==> config.mk <==
export PLATFORM = sky130hd
export DESIGN_NAME = fb_pixel_writer
export DESIGN_NICKNAME = d
export VERILOG_FILES = /design/src/rtl/fb_pkg.sv /design/src/rtl/fb_pixel_fifo.sv /design/src/rtl/fb_pixel_writer.sv
export SDC_FILE = /design/constraint.sdc
export NUM_CORES = 1
export LEC_CHECK = 0
export BUFFER_PORTS_ARGS = -buffer_cell sky130_fd_sc_hd__buf_2
export CAP_MARGIN = 20
export CORE_UTILIZATION = 55
export CTS_CLUSTER_DIAMETER = 50
export DETAILED_ROUTE_END_ITERATION = 12
export PLACE_DENSITY = 0.75
export SETUP_SLACK_MARGIN = 0.2
export SLEW_MARGIN = 5
export SYNTH_ARGS = -nofsm -noshare
export SYNTH_HDL_FRONTEND = slang
export SYNTH_SLANG_ARGS = --single-unit
==> constraint.sdc <==
create_clock -name clk -period 3.3 [get_ports clk]
set_input_delay 0.66 -clock clk [delete_from_list [all_inputs] [get_ports clk]]
set_output_delay 0.66 -clock clk [all_outputs]
set_load 0.05 [all_outputs]
==> src/rtl/fb_pkg.sv <==
// fb_pkg: framebuffer geometry, address/color widths and writer FSM encoding
package fb_pkg;
    localparam int SCREEN_W  = 320;
    localparam int SCREEN_H  = 240;
    localparam int FB_PIXELS = SCREEN_W * SCREEN_H;
    localparam int FB_ADDR_W = 17;
    localparam int COLOR_W   = 3;
    typedef enum logic [1:0] {IDLE, DRAIN, CLEAR, DONE} fb_state_t;
endpackage

==> src/rtl/fb_pixel_fifo.sv <==
// fb_pixel_fifo: synchronous FIFO of pre-computed {addr,color} pixel entries
module fb_pixel_fifo
    import fb_pkg::*;
#(
    parameter int DEPTH = 8,
    parameter int W     = FB_ADDR_W + COLOR_W
) (
    input  logic         clk,
    input  logic         reset,
    input  logic         push,
    input  logic [W-1:0] din,
    input  logic         pop,
    output logic [W-1:0] dout,
    output logic         full,
    output logic         empty
);
    localparam int AW = $clog2(DEPTH);
    logic [W-1:0]  mem [DEPTH];
    logic [AW-1:0] wr_ptr, rd_ptr;
    logic [AW:0]   count;
    logic          do_push, do_pop;
    assign do_push = push && !full;
    assign do_pop  = pop && !empty;
    assign full    = count == (AW+1)'(DEPTH);
    assign empty   = count == '0;
    assign dout    = mem[rd_ptr];
    always_ff @(posedge clk) begin
        if (do_push) mem[wr_ptr] <= din;
    end
    always_ff @(posedge clk or posedge reset) begin
        if (reset) begin
            wr_ptr <= '0;
            rd_ptr <= '0;
            count  <= '0;
        end else begin
            if (do_push) wr_ptr <= wr_ptr + AW'(1);
            if (do_pop) rd_ptr <= rd_ptr + AW'(1);
            count <= count + (AW+1)'(do_push) - (AW+1)'(do_pop);
        end
    end
endmodule

==> src/rtl/fb_pixel_writer.sv <==
// fb_pixel_writer: pixel-stream sink that clips, buffers and commits beats to the framebuffer
// write port, plus full-screen clear. Define FB_PIXEL_WRITER_STATS_EN for clip/stall counters.
module fb_pixel_writer
    import fb_pkg::*;
#(
    parameter int FIFO_DEPTH = 8,
    parameter int SCREEN_W   = fb_pkg::SCREEN_W,
    parameter int SCREEN_H   = fb_pkg::SCREEN_H
) (
    input  logic                 clk,
    input  logic                 reset,
    input  logic                 pix_valid,
    input  logic [8:0]           pix_x,
    input  logic [7:0]           pix_y,
    input  logic [COLOR_W-1:0]   pix_color,
    output logic                 pix_ready,
    input  logic                 clear_start,
    input  logic [COLOR_W-1:0]   clear_color,
    output logic                 clear_busy,
    output logic                 clear_done,
    output logic [FB_ADDR_W-1:0] mem_addr,
    output logic [COLOR_W-1:0]   mem_data,
    output logic                 mem_we,
    input  logic                 mem_grant
`ifdef FB_PIXEL_WRITER_STATS_EN
    ,
    output logic [15:0]          clip_count,
    output logic [15:0]          stall_count
`endif
);
    localparam logic [FB_ADDR_W-1:0] CLR_END = FB_ADDR_W'(SCREEN_W * SCREEN_H);
    fb_state_t                      state, next_state;
    logic [FB_ADDR_W+COLOR_W-1:0]   fifo_dout;
    logic [FB_ADDR_W-1:0]           pix_addr, clr_addr;
    logic [COLOR_W-1:0]             clr_color;
    logic                           fifo_full, fifo_empty, clipped, accept, stage_free, load;
    assign pix_ready  = !fifo_full && state == IDLE;
    assign accept     = pix_valid && pix_ready;
    assign clipped    = 32'(pix_x) >= SCREEN_W || 32'(pix_y) >= SCREEN_H;
    assign pix_addr   = FB_ADDR_W'(pix_y) * FB_ADDR_W'(SCREEN_W) + FB_ADDR_W'(pix_x);
    assign clear_busy = state == DRAIN || state == CLEAR;
    assign clear_done = state == DONE;
    assign stage_free = !mem_we || mem_grant;
    // the clear sweep and the pixel FIFO share one output stage
    assign load       = state == CLEAR ? clr_addr != CLR_END : !fifo_empty;
    fb_pixel_fifo #(.DEPTH(FIFO_DEPTH), .W(FB_ADDR_W + COLOR_W)) u_fifo (
        .clk   (clk),
        .reset (reset),
        .push  (accept && !clipped),
        .din   ({pix_addr, pix_color}),
        .pop   (stage_free),
        .dout  (fifo_dout),
        .full  (fifo_full),
        .empty (fifo_empty)
    );
    always_ff @(posedge clk or posedge reset) begin
        if (reset) state <= IDLE;
        else state <= next_state;
    end
    always_comb begin
        next_state = state;
        case (state)
            IDLE:    if (clear_start) next_state = DRAIN;
            DRAIN:   if (fifo_empty && !mem_we) next_state = CLEAR;
            CLEAR:   if (!load && stage_free) next_state = DONE;
            default: next_state = IDLE;
        endcase
    end
    always_ff @(posedge clk or posedge reset) begin
        if (reset) begin
            clr_addr  <= '0;
            clr_color <= '0;
        end else begin
            if (state == IDLE && clear_start) clr_color <= clear_color;
            clr_addr <= state != CLEAR ? '0 : clr_addr + FB_ADDR_W'(stage_free && load);
        end
    end
    always_ff @(posedge clk or posedge reset) begin
        if (reset) begin
            mem_we   <= 1'b0;
            mem_addr <= '0;
            mem_data <= '0;
        end else if (stage_free) begin
            mem_we <= load;
            if (load) {mem_addr, mem_data} <= state == CLEAR ? {clr_addr, clr_color} : fifo_dout;
        end
    end
`ifdef FB_PIXEL_WRITER_STATS_EN
    always_ff @(posedge clk or posedge reset) begin
        if (reset) begin
            clip_count  <= '0;
            stall_count <= '0;
        end else begin
            if (accept && clipped && clip_count != 16'hFFFF) clip_count <= clip_count + 16'd1;
            if (mem_we && !mem_grant && stall_count != 16'hFFFF) stall_count <= stall_count + 16'd1;
        end
    end
`endif
endmodule
==> flow_summary.toml <==
[run_status]
status = "complete, no violations"

[synth]
synth_enable_flop_cells = 160
async_reset_ff_share_pct = 24.9
ys_warn_count = 0
netlist.area_leader.share_pct = 51.3
synth_top_cells_by_count = "160 x edfxtp_1, 53 x dfrtp_1, 40 x mux4_2"
yosysSeqAreaShare_pct = 65.4
synth_ff_type = "edfxtp_1"
ys_ff_latch = 213
synth_nets = 651
yosysMostFrequentCell = "edfxtp_1"
synth.distinct_cells = 57
synth_area_per_cell_um2 = 15.9
syn_inst = 591
synth_area_mm2 = 0.00937
yosys.area.top_type = "edfxtp_1"
synthTopCellsByArea = "edfxtp_1 51%, dfrtp_1 14%, mux4_2 9.6%"

[clock_tree]
cts_made_buffers = 22
cts_resized = 0
cts_max_path_buffers = 3
clockRootBuffer = "clkbuf_16"
cts_sinks = 213
post_cts_buffers = 0
clk_pin_slew_ps = 60
worst_skew_pair.late_latency_ps = 510
htree_num_levels = 1
cts_tree = "built"
hold_buffers = 0

[job]
cap_violations = 0

[critical_path]
crit_chain = "buf_2, ha_1, ha_1, fa_1, xor2_2, o2111ai_2, nor4_4, nand4b_1, nand4_1"
slowest_stage = "fa_1"
crit_buf_inv = 1
critical_path_arrival_ps = 3120
r2r_setup_slack_ps = 560
crit_fanout = 8
worstSetupEndpointType = "flip-flop"
critPathLaunchType = "input pin"
startpoint = "pix_y[1]"
cp_slowest_stage_delay_ps = 450
cp.depth = 9
r2r_start = "state[0]$_DFFE_PP0P_"
worstRegToRegCells = 13
cpLargestDelayFamily = "adder cells"
cp.required_ps = 3580
crit_type = "in -> reg"
r2r-end = "clr_addr[12]$_DFF_PP0_"
cp-endpoint = "u_fifo.mem[3][19]$_DFFE_PP_"
cpMostUsedCell = "ha_1"

[detailed_routing]
wirelength_um = 17300
ant_nets = 0
wl_per_cell_um = 19.6
firstDrtPassIters = 4
viasPerCell = 5.71
drcViolationCount = 0
vias = 5063
drt_iter0_drc = 225

[floorplanning]
num_rows = 47
io_pins = 52
dieArea_mm2 = 0.0176
initial_core_util_pct = 56.5
core_area_mm2 = 0.0166
die_x_um = 133
die_h_um = 133

[global_route]
grtUsageMet2_pct = 35.5
top_usage_layer = "met2"
overflow = 0
antenna_found_initial = 0
met1_usage_pct = 27.9
first_global_vias = 5357
grt_pass1_wl_um = 28100
track_usage_pct = 20.7
met3_usage_pct = 2.72
grt_start_max_net_pins = 61

[placed_design]
io_buffers = 51
gp_congestion = 0.865
dp_hpwl_um = 10800
dp_worst_setup_slack_ps = -25.6
dpl_cell_area_mm2 = 0.00995

[finish]
nets = 712
syn_to_final_growth_pct = 14.0
fin_util_pct = 64.4
diodes = 0
drive_gt1_share_pct = 26.1
fin_area_mm2 = 0.0107

[power_and_ir_drop]
ir_drop_uv = 530
powerDensity_mw_per_mm2 = 838
leakage_nw = 3.98
finalPower_mw = 8.95

[hold_path]
hold_path.class = "in -> async"

[timing]
period_needed_ps = 2840
grt_setup_unrepaired = "false"
worst_pin_slew_ps = 780
slew_violations = 0
max_slew_margin_pct = 47.6
setup_ws_ps = 456
min_period_over_period_pct = 86.2
holdWs_ps = 76.6
finalSetupViolCount = 0
hold_viol_final = 0
worst_clock_skew_ps = 21.5
fmax_mhz = 352
worst min-delay path by stage:
stage,from,to,slack [ps]
after floorplan,clr_color[2]$_DFFE_PP0P_,clr_color[2]$_DFFE_PP0P_,480
after global placement,mem_addr[3]$_DFFE_PP0N_,mem_addr[3]$_DFFE_PP0N_,460
after detailed placement,mem_addr[16]$_DFFE_PP0N_,mem_addr[16]$_DFFE_PP0N_,470
after CTS,reset,u_fifo.count[1]$_DFF_PP0_,70
after global routing,reset,u_fifo.wr_ptr[0]$_DFFE_PP0P_,90
final,reset,u_fifo.count[1]$_DFF_PP0_,80
metal layers:
layer | wire length (um) | up-vias | share of wire (%)
met5 | 0 | - | 0
li1 | - | 2358 | -
met1 | 7680 | 2551 | 44
met4 | 295 | 0 | 1.7
met3 | 765 | 22 | 4.4
met2 | 8600 | 132 | 50
cell usage in the layout (no fill, tap or decap), types with 3 or more instances in the layout:
| cell type | count |
|---|---|
| mux2_2 | 5 |
| nand4_1 | 8 |
| nand2_1 | 35 |
| clkinv_2 | 4 |
| o21ai_0 | 8 |
| fa_1 | 3 |
| bufinv_16 | 3 |
| nor3b_4 | 4 |
| nor2_1 | 31 |
| o21ai_1 | 19 |
| edfxtp_1 | 160 |
| a21oi_1 | 21 |
| mux2i_1 | 19 |
| and2_1 | 18 |
| clkinvlp_4 | 3 |
| nor2b_1 | 5 |
| a21o_1 | 3 |
| nand3_1 | 11 |
| clkbuf_16 | 22 |
| inv_1 | 15 |
| dfrtp_1 | 52 |
| xor2_1 | 9 |
| buf_4 | 13 |
| xnor2_1 | 19 |
| mux4_2 | 40 |
| nand2b_1 | 4 |
| clkinv_1 | 5 |
| buf_2 | 51 |
| ha_1 | 28 |
kinds of logic after synthesis:
group	synth area share (%)
buffers and inverters	2.24
AND/OR/NAND/NOR	7.97
XOR/XNOR	2.79
multiplexers	12.4
AO/OA/AOI/OAI	4.62
adder cells (fa/ha/maj)	4.51
flip-flops	65.4
report_power, final:
part           switching (mW)  total [mW]  internal (mW)
clock network           0.989        2.45           1.46
registers               0.191        3.47           3.28
logic                    1.87        3.03           1.16
total                    3.05        8.95           5.90
cell type report:
type,instances,area (um2)
Timing Repair Buffer,65,373
Sequential cell,213,6130
Multi-Input combinational cell,333,3110
Fill cell,1181,5900
Inverter,17,63.8
Tap cell,220,275
Clock buffer,22,551
Clock inverter,17,176
sequential cells by signal, summed over array words and instances (netlist names):
signal and flops:
state 2, mem_addr 17, clr_color 3, mem_we 1
u_fifo.rd_ptr 3, u_fifo.wr_ptr 3, u_fifo.mem 160, u_fifo.count 4
mem_data 3, clr_addr 17
worst reg2reg max path, cell delays in order (launching register included):
cell and delay [ps]:
dfrtp_1 400, inv_1 90, ha_2 210, nor2b_1 140, nand4_1 170, o221ai_2 130
inv_1 90, ha_1 220, ha_1 260, nand4_1 190, nor3_2 300, nand3_1 150
xnor2_1 140, and2_1 150
metrics by stage:
stage | std cells | setup TNS, ps
2_1_floorplan | 591 | 0
3_3_place_gp | 848 | 0
3_5_place_dp | 848 | -204
4_1_cts | 887 | 0
5_1_grt | 887 | 0
6_report | 887 | 0
Note: power is estimated with default switching activity, not from simulation.
